==> config.mk <==
export PLATFORM = sky130hd
export DESIGN_NAME = reg_file_flags_flat
export DESIGN_NICKNAME = d
export VERILOG_FILES = /design/src/rtl/reg_file_flags_if.sv /design/src/rtl/reg_file_flags.sv /design/src/flat_wrapper.sv
export SDC_FILE = /design/constraint.sdc
export NUM_CORES = 1
export LEC_CHECK = 0
export CAP_MARGIN = 20
export CORE_MARGIN = 2
export CORE_UTILIZATION = 55
export DETAILED_ROUTE_END_ITERATION = 8
export PLACE_DENSITY_LB_ADDON = 0.1
export SLEW_MARGIN = 10
export SYNTH_ARGS = -nofsm -noshare
export SYNTH_HDL_FRONTEND = slang
export SYNTH_SLANG_ARGS = --single-unit
export TNS_END_PERCENT = 1
==> constraint.sdc <==
create_clock -name clk -period 3.6 [get_ports clk]
set_input_delay 0.54 -clock clk [delete_from_list [all_inputs] [get_ports clk]]
set_output_delay 0.54 -clock clk [all_outputs]
set_load 0.03 [all_outputs]
==> src/rtl/reg_file_flags_if.sv <==
// Bus bundle between the instruction controller / ALU and the register file:
// write port, two read ports and the status-flag capture signals.
interface reg_file_flags_if #(
    parameter int D = 3,
    parameter int W = 8
);
    logic         wr_en;
    logic [D-1:0] wr_addr;
    logic [W-1:0] dat_in;
    logic [D-1:0] rd_addrA;
    logic [D-1:0] rd_addrB;
    logic [W-1:0] datA_out;
    logic [W-1:0] datB_out;
    logic         flag_we;
    logic         sc_in;
    logic         pari_in;
    logic         zero_in;
    logic         sc_clr;
    logic         sc_o;
    logic         pari_o;
    logic         zero_o;

    modport master (
        output wr_en, wr_addr, dat_in, rd_addrA, rd_addrB,
        output flag_we, sc_in, pari_in, zero_in, sc_clr,
        input  datA_out, datB_out, sc_o, pari_o, zero_o
    );

    modport slave (
        input  wr_en, wr_addr, dat_in, rd_addrA, rd_addrB,
        input  flag_we, sc_in, pari_in, zero_in, sc_clr,
        output datA_out, datB_out, sc_o, pari_o, zero_o
    );
endinterface

==> src/rtl/reg_file_flags.sv <==
// Architectural register file (2 combinational reads, 1 synchronous write)
// plus the carry/parity/zero flag register fed back to the ALU.
module reg_file_flags #(
    parameter int D = 3,
    parameter int W = 8
) (
    input  logic              clk,
    input  logic              reset,
    reg_file_flags_if.slave   bus
);
    localparam int DEPTH = 2 ** D;

    logic [W-1:0] r_regs [DEPTH];
    logic         r_sc;
    logic         r_pari;
    logic         r_zero;

    // Every register must clear asynchronously, so this stays a flop array.
    always_ff @(posedge clk or posedge reset) begin
        if (reset) begin
            for (int i = 0; i < DEPTH; i++) begin
                r_regs[i] <= '0;
            end
        end else if (bus.wr_en) begin
            r_regs[bus.wr_addr] <= bus.dat_in;
        end
    end

    // No write bypass: reads see the pre-edge contents.
    assign bus.datA_out = r_regs[bus.rd_addrA];
    assign bus.datB_out = r_regs[bus.rd_addrB];

    always_ff @(posedge clk or posedge reset) begin
        if (reset) begin
            r_sc   <= 1'b0;
            r_pari <= 1'b0;
            r_zero <= 1'b0;
        end else begin
            // Clearing the carry outranks capturing it; parity/zero are unaffected.
            if (bus.sc_clr) begin
                r_sc <= 1'b0;
            end else if (bus.flag_we) begin
                r_sc <= bus.sc_in;
            end
            if (bus.flag_we) begin
                r_pari <= bus.pari_in;
                r_zero <= bus.zero_in;
            end
        end
    end

    assign bus.sc_o   = r_sc;
    assign bus.pari_o = r_pari;
    assign bus.zero_o = r_zero;
endmodule

==> src/flat_wrapper.sv <==
// flat-port wrapper written by rule: the top's interface ports become plain ports
module reg_file_flags_flat 
#(
    parameter int D = 3,
    parameter int W = 8
)
  (clk, reset, bus_wr_en, bus_wr_addr, bus_dat_in, bus_rd_addrA, bus_rd_addrB, bus_flag_we, bus_sc_in, bus_pari_in, bus_zero_in, bus_sc_clr, bus_datA_out, bus_datB_out, bus_sc_o, bus_pari_o, bus_zero_o);
  reg_file_flags_if #(.D(D), .W(W)) bus_i ();
  input  logic clk;
  input  logic reset;
  input wire logic [$bits(bus_i.wr_en)-1:0] bus_wr_en;
  input wire logic [$bits(bus_i.wr_addr)-1:0] bus_wr_addr;
  input wire logic [$bits(bus_i.dat_in)-1:0] bus_dat_in;
  input wire logic [$bits(bus_i.rd_addrA)-1:0] bus_rd_addrA;
  input wire logic [$bits(bus_i.rd_addrB)-1:0] bus_rd_addrB;
  input wire logic [$bits(bus_i.flag_we)-1:0] bus_flag_we;
  input wire logic [$bits(bus_i.sc_in)-1:0] bus_sc_in;
  input wire logic [$bits(bus_i.pari_in)-1:0] bus_pari_in;
  input wire logic [$bits(bus_i.zero_in)-1:0] bus_zero_in;
  input wire logic [$bits(bus_i.sc_clr)-1:0] bus_sc_clr;
  output wire logic [$bits(bus_i.datA_out)-1:0] bus_datA_out;
  output wire logic [$bits(bus_i.datB_out)-1:0] bus_datB_out;
  output wire logic [$bits(bus_i.sc_o)-1:0] bus_sc_o;
  output wire logic [$bits(bus_i.pari_o)-1:0] bus_pari_o;
  output wire logic [$bits(bus_i.zero_o)-1:0] bus_zero_o;
  assign bus_i.wr_en = bus_wr_en;
  assign bus_i.wr_addr = bus_wr_addr;
  assign bus_i.dat_in = bus_dat_in;
  assign bus_i.rd_addrA = bus_rd_addrA;
  assign bus_i.rd_addrB = bus_rd_addrB;
  assign bus_i.flag_we = bus_flag_we;
  assign bus_i.sc_in = bus_sc_in;
  assign bus_i.pari_in = bus_pari_in;
  assign bus_i.zero_in = bus_zero_in;
  assign bus_i.sc_clr = bus_sc_clr;
  assign bus_datA_out = bus_i.datA_out;
  assign bus_datB_out = bus_i.datB_out;
  assign bus_sc_o = bus_i.sc_o;
  assign bus_pari_o = bus_i.pari_o;
  assign bus_zero_o = bus_i.zero_o;
  reg_file_flags #(.D(D), .W(W)) u_core (.clk(clk), .reset(reset), .bus(bus_i));
endmodule
# After elaboration in Yosys (flattened, before gate mapping)
# Index checks and enable logic that the tools add are counted.
# Widths: inputs -> output; s select.
dict set report totals {
  output_inout_bits 19
  elab_cells 31
  in_bits 25
  ff_bits 67
}
dict set report op_classes {
  n_reduce_logical 2
  bitwise_logic 3
  n_lt_le_gt_ge 4
  muxes 11
}
# cell n
set op_table {}
lappend op_table {{$bwmux 64} 1}
lappend op_table {{$bmux 8 s3} 2}
lappend op_table {{$mux 8} 5}
lappend op_table {{$demux 8 s3} 1}
lappend op_table {{$ge 4x4->1 const B} 3}
lappend op_table {{$not 3->4} 3}
lappend op_table {{$lt 4x1->1 const B} 1}
lappend op_table {{$mux 1} 2}
lappend op_table {{$reduce_bool 2->1} 1}
lappend op_table {{$logic_and 1x1->1} 1}

# Logic depth before layout (Yosys ltp)
# Gate-level depths: netlist (run 1).
dict set report depth {
  word_depth 6
  ltp_mapped 4
  depth_no_buf 2
}

# Worst setup path before layout (run 1)
# OpenSTA, ideal clock, no wires.
dict set report synth_path {
  path_kind {input-to-output}
  startpoint {input bus_rd_addrB[0]}
  endpoint {output bus_datB_out[5]}
  n_path_buf 2
  t_arrival_ps 1654
  path_stages 4
  slack_ps 1406
  cell_sequence {buf_6 > buf_8 > mux4_1 > mux2_2}
}
dict set report synth_via {
  elab_chain_len 4
}
# element line
set synth_rtl {}
lappend synth_rtl {{from (decl)} flat_wrapper.sv:15} ;# input wire logic [$bits(bus_i.rd_addrB)-1:0] bus_rd_addrB;
lappend synth_rtl {{$not 3->4 (implied by the code)} reg_file_flags.sv:31} ;# assign bus.datB_out = r_regs[bus.rd_addrB];
lappend synth_rtl {{$bmux 8 s3} reg_file_flags.sv:31}
lappend synth_rtl {{$mux 8 (implied by the code) (2 in series)} reg_file_flags.sv:31}
lappend synth_rtl {{to (decl)} flat_wrapper.sv:22} ;# output wire logic [$bits(bus_i.datB_out)-1:0] bus_datB_out;
# Every way passes these cells. The select of a mux whose other input is x is not followed.

# Worst setup path in the final report (run 1)
dict set report layout_path {
  startpoint {input bus_rd_addrB[0]}
  endpoint {output bus_datB_out[0]}
}
# The elaborated chain is that of the path after synthesis.

==> flow_summary_export.csv, run 1 <==
group,metric,value,unit
sta,drv_slew,0,
sta,fin_tns_setup,0,ns
finish,drive_gt1_frac,0.435,
setup_path,r2r_slack,2.80,ns
grt,grt_pass1_vias,2308,
grt,grt_usage,0.232,
hold_path,hp-class,"flop to flop",
yosys,synth-seq-area-share,0.457,
yosys,syn_inst,209,
cts,clockBufferDepth,2,
floorplanning,initial_utilization,0.574,
grt,grt-ovfl-total,0,
hold_path,hold_depth,1,
setup_path,crit_arrival,2.75,ns
sta,slew_headroom,0.475,
route,dr.pass1.iters,4,
hold_path,worstHoldStart,"u_core.bus.pari_o$_DFFE_PP0P_",
placement,place_ws,0.324,ns
cts,insertion_delay,0.34,ns
cts,postCtsSetupBuffers,0,
cts,cts_made_buffers,9,
power,swShare,0.283,
sta,fin_ws,0.312,ns
sta,rsz0062_at_grt,"no",
sta,holdWs,0.509,ns
finish,finalInstanceArea,0.00435,mm²
sta,hold_viol_final,0,
hold_path,worstHoldEndpoint,"u_core.bus.pari_o$_DFFE_PP0P_",
placement,dp.cells,322,
yosys,synthDistinctLibCells,17,
route,vias_per_cell,6.43,
route,drtIter0Drc,116,
floorplanning,dieArea,0.00733,mm²
floorplanning,rows,29,
power,p_seq_frac,0.440,
setup_path,cp-end-kind,"primary output",
sta,min_period,3.29,ns
route,via_count,2166,
finish,final_net_count,281,
yosys,synthMuxAreaShare,0.480,
finish,instances_no_fill,337,
route,post_drt_wl_per_cell,23.3,µm
placement,postPlaceCellArea,0.00416,mm²
setup_path,path_cells,"clkdlybuf4s50_1 > buf_4 > mux4_1 > mux2_2 > clkdlybuf4s50_1",
placement,dpl.hpwl,5210,µm
floorplanning,fp.dieW,85.6,µm
yosys,syn_nets,234,
run,max-cap-violations,0,
route,ant_nets,0,
power,ir_drop,318,µV
finish,n_fill_cell,438,
setup_path,r2r_start,"u_core.r_regs[62]$_DFFE_PP0P_",
yosys,async_flop_share,1.00,
sta,max_freq,304,MHz
outcome,status,"completed",
power,intPower,1.68,mW
cts,htreeDepth,3,
yosys,synth_edf_count,0,
finish,synthToLayoutAreaGrowth,18.8,%
cts,clockRootBuffer,"clkbuf_8",
placement,gp_congestion,0.723,
setup_path,critPathMaxFanout,16,
route,drcViolationCount,0,
cts,cts_tree,"done",
placement,port_buffers,43,
yosys,synth_seq_cells,67,
yosys,syn_area,0.00366,mm²
power,p_leak,1.85,nW
yosys,ys_warn_count,0,
power,p_clk_frac,0.258,
setup_path,crit_required,3.06,ns
cts,hold_buffers,0,
cts,ctsResizeCount,0,
grt,antenna_found_initial,0,
power,switching_power,0.661,mW
cts,cts.sinks,67,
route,routed_wl,7840,µm
setup_path,reg2reg_to,"u_core.r_regs[62]$_DFFE_PP0P_",
sta,setup-violations-final,0,
grt,grt_pass1_wl,12300,µm
sta,min_period_over_period,0.913,
power,power,2.34,mW
power,p_per_area,537,mW/mm²
yosys,synth_compound_area_frac,0,
finish,antennaDiodeCount,0,
yosys,synth-adder-area-share,0,
yosys,synth.avg_cell_area,17.5,µm²
finish,utilization,0.682,
setup_path,startpoint_type,"input pin",
yosys,ys_dominant_reg_cell,"dfrtp_1",
cts,cts.clk_slew.worst_paths,0.06,ns
yosys,synth_xor_area_frac,0,
floorplanning,core_area,0.00639,mm²
power,p_comb_frac,0.302,
sta,worstMarginPinSlew,0.784,ns
setup_path,max_stage_delay,0.60,ns
setup_path,critPathSlowestCell,"clkdlybuf4s50_1",
grt,grt_max_degree,37,
floorplanning,die_h,85.6,µm
setup_path,crit_top_cell,"clkdlybuf4s50_1",
sta,fin_worst_skew,0,ns
setup_path,r2r_cells,1,
yosys,synthSimpleGateAreaFrac,0.0246,
setup_path,critPathKind,"input pin to primary output",
floorplanning,pin_count,44,
yosys,synth_top_family_by_area,"multiplexers",
-- worst max path at each step --
stage	from	end	slack, ns	cells after the start
after floorplan	reset	u_core.bus.pari_o$_DFFE_PP0P_	1.38	1
after global placement	bus_rd_addrB[0]	bus_datB_out[0]	0.33	5
after detailed placement	bus_rd_addrB[0]	bus_datB_out[1]	0.32	5
after CTS	bus_rd_addrB[0]	bus_datB_out[0]	0.32	5
after global routing	bus_rd_addrB[0]	bus_datB_out[0]	0.26	5
final	bus_rd_addrB[0]	bus_datB_out[0]	0.31	5
-- critical path: cells and delay by family --
kind / cells / cell delay, ns
buf+inv: 3 / 1.33
mux: 2 / 0.88
-- power groups by stage --
stage / registers, mW / logic [mW] / clock network (mW)
finish: 1.03 / 0.705 / 0.604
global route: 1.05 / 0.747 / 0.652
CTS: 1.03 / 0.714 / 0.613
detailed placement: 1.04 / 0.712 / 0
global placement: 1.01 / 0.689 / 0
floorplan: 0.998 / 0.511 / 0
-- cells in the mapped netlist (2+ instances only) --
library cell | count | area [µm²]
mux2_2 | 82 | 923
dfrtp_1 | 67 | 1680
mux4_1 | 28 | 736
buf_2 | 6 | 30.0
buf_6 | 5 | 56.3
mux4_2 | 4 | 90.1
nand4b_1 | 3 | 26.3
nor4bb_1 | 3 | 30.0
buf_1 | 2 | 7.51
buf_8 | 2 | 30.0
-- per-layer routing --
metal,part of all wire,wire [µm],global-route usage
met5,0,0,0
met4,0.012,95,0.0750
met3,0.047,367,0.0558
met2,0.51,3970,0.376
met1,0.43,3400,0.313
-- area by class of cell --
type | count | area, µm² | share of cell area
multi-input cells | 124 | 1850 | 0.425
flip-flops and latches | 67 | 1680 | 0.385
repair buffers | 53 | 531 | 0.122
clock buffers | 14 | 193 | 0.0443
well taps | 77 | 96.3 | 0.0221
clock inverters | 1 | 5.00 | 0.00115
inverters | 1 | 3.75 | 0.000862
-- placed cells by master (no fill, tap or decap), types with 2 or more instances in the layout --
| master | Yosys | routed |
|---|---|---|
| mux2_2 | 82 | 82 |
| dfrtp_1 | 67 | 67 |
| clkdlybuf4s50_1 | 0 | 43 |
| mux4_1 | 28 | 28 |
| clkbuf_8 | 0 | 14 |
| buf_4 | 1 | 8 |
| mux4_2 | 4 | 4 |
| nor4bb_1 | 3 | 3 |
| nand4b_1 | 3 | 3 |
| buf_12 | 0 | 2 |
-- registers in the layout (all words and copies together) (netlist names) --
name and count:
u_core.r_regs 64, u_core.bus.pari_o 1, u_core.bus.sc_o 1, u_core.bus.zero_o 1
-- cell families after synthesis --
logic type / count (synthesis)
flip-flops: 67
multiplexers: 115
buffers and inverters: 18
AND/OR/NAND/NOR: 9
Note: power is estimated with default switching activity, not from simulation.
==> run 2, diff against run 1 <==
Settings changed: GPL_ROUTABILITY_DRIVEN set to 0, SKIP_CTS_REPAIR_TIMING set to 1.
Clock period 3.6 ns to 3.15 ns, I/O delays scaled along.
==> flow_summary_export.csv, run 2 (synthesized netlist as in run 1, its figures left out) <==
group,metric,value,unit
sta,setup-violations-final,0,
power,p_seq_frac,0.446,
floorplanning,dieArea,0.00733,mm²
finish,register_area,0.00168,mm²
finish,antennaDiodeCount,0,
cts,cts.sinks,67,
sta,holdWs,0.415,ns
finish,drive_gt1_frac,0.447,
power,power,2.64,mW
power,switching_power,0.799,mW
sta,min_period,3.10,ns
cts,cts_made_buffers,9,
run,max-cap-violations,0,
setup_path,cp-end-kind,"primary output",
placement,port_buffers,43,
route,via_count,2206,
hold_path,hp-class,"input pin to asynchronous set/reset pin",
placement,dp.cells,327,
floorplanning,fp.dieW,85.6,µm
route,dr.pass1.iters,4,
setup_path,critPathMaxFanout,16,
route,vias_per_cell,6.43,
floorplanning,die_h,85.6,µm
sta,rsz0062_at_grt,"no",
floorplanning,rows,29,
sta,worstMarginPinSlew,0.778,ns
route,routed_wl,8120,µm
power,p_leak,1.86,nW
finish,regMostFlops,"u_core.r_regs",
grt,grt_pass1_wl,12900,µm
finish,utilization,0.689,
floorplanning,pin_count,44,
cts,htreeDepth,3,
sta,slew_headroom,0.479,
sta,min_period_over_period,0.984,
setup_path,startpoint_type,"input pin",
route,drtIter0Drc,100,
finish,layout_commonest_cell,"mux2_2",
setup_path,critPathKind,"input pin to primary output",
route,ant_nets,0,
setup_path,crit_required,2.68,ns
power,intPower,1.84,mW
cts,clockRootBuffer,"clkbuf_8",
floorplanning,initial_utilization,0.574,
sta,hold_viol_final,0,
power,swShare,0.303,
finish,n_fill_cell,413,
sta,drv_slew,0,
grt,grt_max_degree,29,
cts,clockBufferDepth,2,
power,p_per_area,600,mW/mm²
finish,layout_common_cells,"mux2_2, dfrtp_1, clkdlybuf4s50_1",
finish,largest_reg_flops,64,
route,drcViolationCount,0,
power,p_comb_frac,0.310,
outcome,status,"completed",
sta,fin_worst_skew,0,ns
cts,insertion_delay,0.34,ns
finish,multi_input_area,0.00185,mm²
placement,dpl.hpwl,5540,µm
grt,grt-ovfl-total,0,
grt,antenna_found_initial,0,
power,p_clk_frac,0.244,
finish,final_net_count,286,
sta,fin_tns_setup,0,ns
floorplanning,core_area,0.00639,mm²
power,ir_drop,329,µV
setup_path,crit_arrival,2.63,ns
grt,grt_pass1_vias,2373,
finish,instances_no_fill,343,
route,post_drt_wl_per_cell,23.7,µm
finish,synthToLayoutAreaGrowth,20.0,%
cts,cts_tree,"done",
grt,grt_usage,0.241,
sta,max_freq,323,MHz
cts,cts.clk_slew.worst_paths,0.08,ns
run 2: cell types whose count changed in the layout (fill, tap and decap cells not counted):
cell | before | now
clkinvlp_4 | 0 | 3
clkinv_2 | 1 | 2
buf_12 | 2 | 4
clkbuf_8 | 14 | 10
clkinv_4 | 0 | 1
buf_4 | 8 | 11
run 2: power by group through the flow:
stage | clock network, mW | registers [mW] | logic (mW)
finish | 0.643 | 1.18 | 0.818
global route | 0.698 | 1.20 | 0.865
CTS | 0.653 | 1.17 | 0.827
detailed placement | 0 | 1.19 | 0.825
global placement | 0 | 1.16 | 0.795
floorplan | 0 | 1.14 | 0.584
run 2: routing by layer:
metal / vias to the layer above / wire [µm] / share of wire / GRT usage
met5: - / 0 / 0 / 0
met4: 0 / 198 / 0.024 / 0.110
met3: 18 / 220 / 0.027 / 0.0423
met2: 46 / 4110 / 0.51 / 0.399
met1: 1183 / 3590 / 0.44 / 0.313
li1: 959 / - / - / -
run 2: cell type report:
cell class / count / area share
sequential: 67 / 0.381
clock inverter: 6 / 0.00939
timing repair buffer: 58 / 0.135
inverter: 1 / 0.000853
tap: 77 / 0.0219
clock buffer: 10 / 0.0313
multi-input combinational: 124 / 0.420
run 2: critical path: stages:
cell	delay, ns
clkdlybuf4s50_1	0.51
buf_12	0.18
mux4_1	0.58
mux2_2	0.28
clkdlybuf4s50_1	0.60
run 2: per-stage QoR:
step           cell area [µm²]  setup WS [ns]
5_1_grt                   4400        0.00304
3_5_place_dp              4220         0.0349
6_report                  4400         0.0516
4_1_cts                   4400         0.0349
3_3_place_gp              4220         0.0732
2_1_floorplan             3660          0.994
run 2: worst paths after layout:
path,cells past startpoint,from,slack (ns),end
worst max register to register,1,u_core.r_regs[17]$_DFFE_PP0P_,2.33,u_core.r_regs[17]$_DFFE_PP0P_
worst max-delay path,5,bus_rd_addrA[2],0.05,bus_datA_out[4]
worst min-delay path,2,reset,0.41,u_core.r_regs[43]$_DFFE_PP0P_
min in group clk,1,u_core.r_regs[29]$_DFFE_PP0P_,0.52,u_core.r_regs[29]$_DFFE_PP0P_
worst min register to register,1,u_core.r_regs[29]$_DFFE_PP0P_,0.52,u_core.r_regs[29]$_DFFE_PP0P_
max in group asynchronous,3,reset,2.04,u_core.r_regs[6]$_DFFE_PP0P_
==> run 3, diff against run 2 <==
Settings changed: CORE_UTILIZATION 55 to 56, RECOVER_POWER set to 25.
==> flow_summary_export.csv, run 3 (synthesized netlist as in run 1, its figures left out) <==
group,metric,value,unit
finish,drive_gt1_frac,0.443,
cts,clockBufferDepth,2,
sta,rsz0062_at_grt,"no",
route,drcViolationCount,0,
route,via_count,2170,
placement,place_ws,0.0641,ns
floorplanning,initial_utilization,0.577,
cts,htreeDepth,3,
cts,cts.sinks,67,
setup_path,path_cells,"clkdlybuf4s50_1 > buf_12 > mux4_1 > mux2_2 > clkdlybuf4s50_1",
sta,drv_slew,0,
finish,largest_reg_flops,64,
sta,holdWs,0.511,ns
route,drtIter0Drc,126,
finish,final_net_count,282,
power,ir_drop,335,µV
floorplanning,die_h,84.9,µm
finish,n_fill_cell,427,
finish,layout_commonest_cell,"mux2_2",
finish,layout_common_cells,"mux2_2, dfrtp_1, clkdlybuf4s50_1",
sta,max_freq,325,MHz
floorplanning,rows,29,
sta,setup-violations-final,0,
setup_path,cp-end-kind,"primary output",
floorplanning,core_area,0.00635,mm²
cts,cts_made_buffers,9,
floorplanning,fp.dieW,84.9,µm
sta,min_period,3.08,ns
sta,fin_tns_setup,0,ns
outcome,status,"completed",
run,max-cap-violations,0,
route,post_drt_wl_per_cell,23.1,µm
finish,regMostFlops,"u_core.r_regs",
sta,hold_viol_final,0,
route,routed_wl,7820,µm
sta,min_period_over_period,0.977,
setup_path,crit_arrival,2.61,ns
cts,cts.clk_slew.worst_paths,0.08,ns
placement,port_buffers,43,
route,ant_nets,0,
setup_path,critPathMaxFanout,16,
setup_path,crit_required,2.68,ns
power,p_per_area,617,mW/mm²
hold_path,hp-class,"flop to flop",
finish,synthToLayoutAreaGrowth,19.5,%
route,vias_per_cell,6.40,
cts,clockRootBuffer,"clkbuf_8",
setup_path,max_stage_delay,0.59,ns
route,dr.pass1.iters,4,
cts,cts_tree,"done",
floorplanning,dieArea,0.00721,mm²
setup_path,critPathKind,"input pin to primary output",
grt,grt_max_degree,37,
setup_path,crit_top_cell,"clkdlybuf4s50_1",
sta,fin_ws,0.0719,ns
placement,dpl.hpwl,5320,µm
power,p_leak,1.85,nW
finish,antennaDiodeCount,0,
grt,grt_pass1_wl,12600,µm
sta,fin_worst_skew,0,ns
grt,grt_pass1_vias,2388,
grt,grt-ovfl-total,0,
sta,slew_headroom,0.137,
floorplanning,pin_count,44,
cts,insertion_delay,0.35,ns
grt,antenna_found_initial,0,
setup_path,startpoint_type,"input pin",
sta,worstMarginPinSlew,1.29,ns
setup_path,critPathSlowestCell,"clkdlybuf4s50_1",
grt,grt_usage,0.238,
-- run 3: cell types whose count changed in the layout (fill, tap and decap cells not counted), moves of 2 or more --
cell	delta
buf_4	-2
clkinvlp_4	-2
dlygate4sd3_1	+2
clkinv_4	+2
clkdlybuf4s50_1	-5
-- run 3: layout make-up --
class                   instances  area, µm²  share of cell area
multi-input cells             124       1850               0.422
inverters                       1       3.75            0.000857
flip-flops and latches         67       1680               0.383
well taps                      77       96.3              0.0220
clock buffers                   9        124              0.0283
repair buffers                 54        552               0.126
clock inverters                 7       77.6              0.0177
-- run 3: stage by stage --
stage	area, µm²	std cells	util	power (mW)
3_3_place_gp	4180	323	0.659	1.95
5_1_grt	4380	339	0.690	2.84
2_1_floorplan	3660	209	-	1.72
4_1_cts	4380	339	0.690	2.73
6_report	4380	339	0.690	2.70
3_5_place_dp	4180	323	0.659	2.01
-- run 3: worst paths after layout --
path / start / endpoint / slack (ns) / cells after the start
worst max-delay path: bus_rd_addrB[2] / bus_datB_out[0] / 0.07 / 5
max in group asynchronous: reset / u_core.r_regs[1]$_DFFE_PP0P_ / 0.98 / 3
worst max register to register: u_core.r_regs[46]$_DFFE_PP0P_ / u_core.r_regs[46]$_DFFE_PP0P_ / 2.34 / 1
min in group asynchronous: reset / u_core.r_regs[13]$_DFFE_PP0P_ / 0.93 / 2
worst min register to register: u_core.bus.zero_o$_DFFE_PP0P_ / u_core.bus.zero_o$_DFFE_PP0P_ / 0.51 / 1
worst min-delay path: u_core.bus.zero_o$_DFFE_PP0P_ / u_core.bus.zero_o$_DFFE_PP0P_ / 0.51 / 1
-- run 3: worst max-delay path: cells and delay by family --
kind,cells,cell delay (ns)
buffers and inverters,3,1.27
multiplexers,2,0.85
-- run 3: where the power goes --
group	leakage, nW	switching, mW	internal, mW
logic	0.950	0.328	0.482
clock network	0.0998	0.349	0.370
registers	0.805	0.128	1.05
-- run 3: per-layer routing --
layer | GRT usage | up-vias | routed length, µm
met5 | 0 | - | 0
met1 | 0.317 | 1154 | 3410
met3 | 0.0467 | 11 | 299
met2 | 0.397 | 59 | 3990
met4 | 0.0794 | 0 | 112
li1 | - | 946 | -
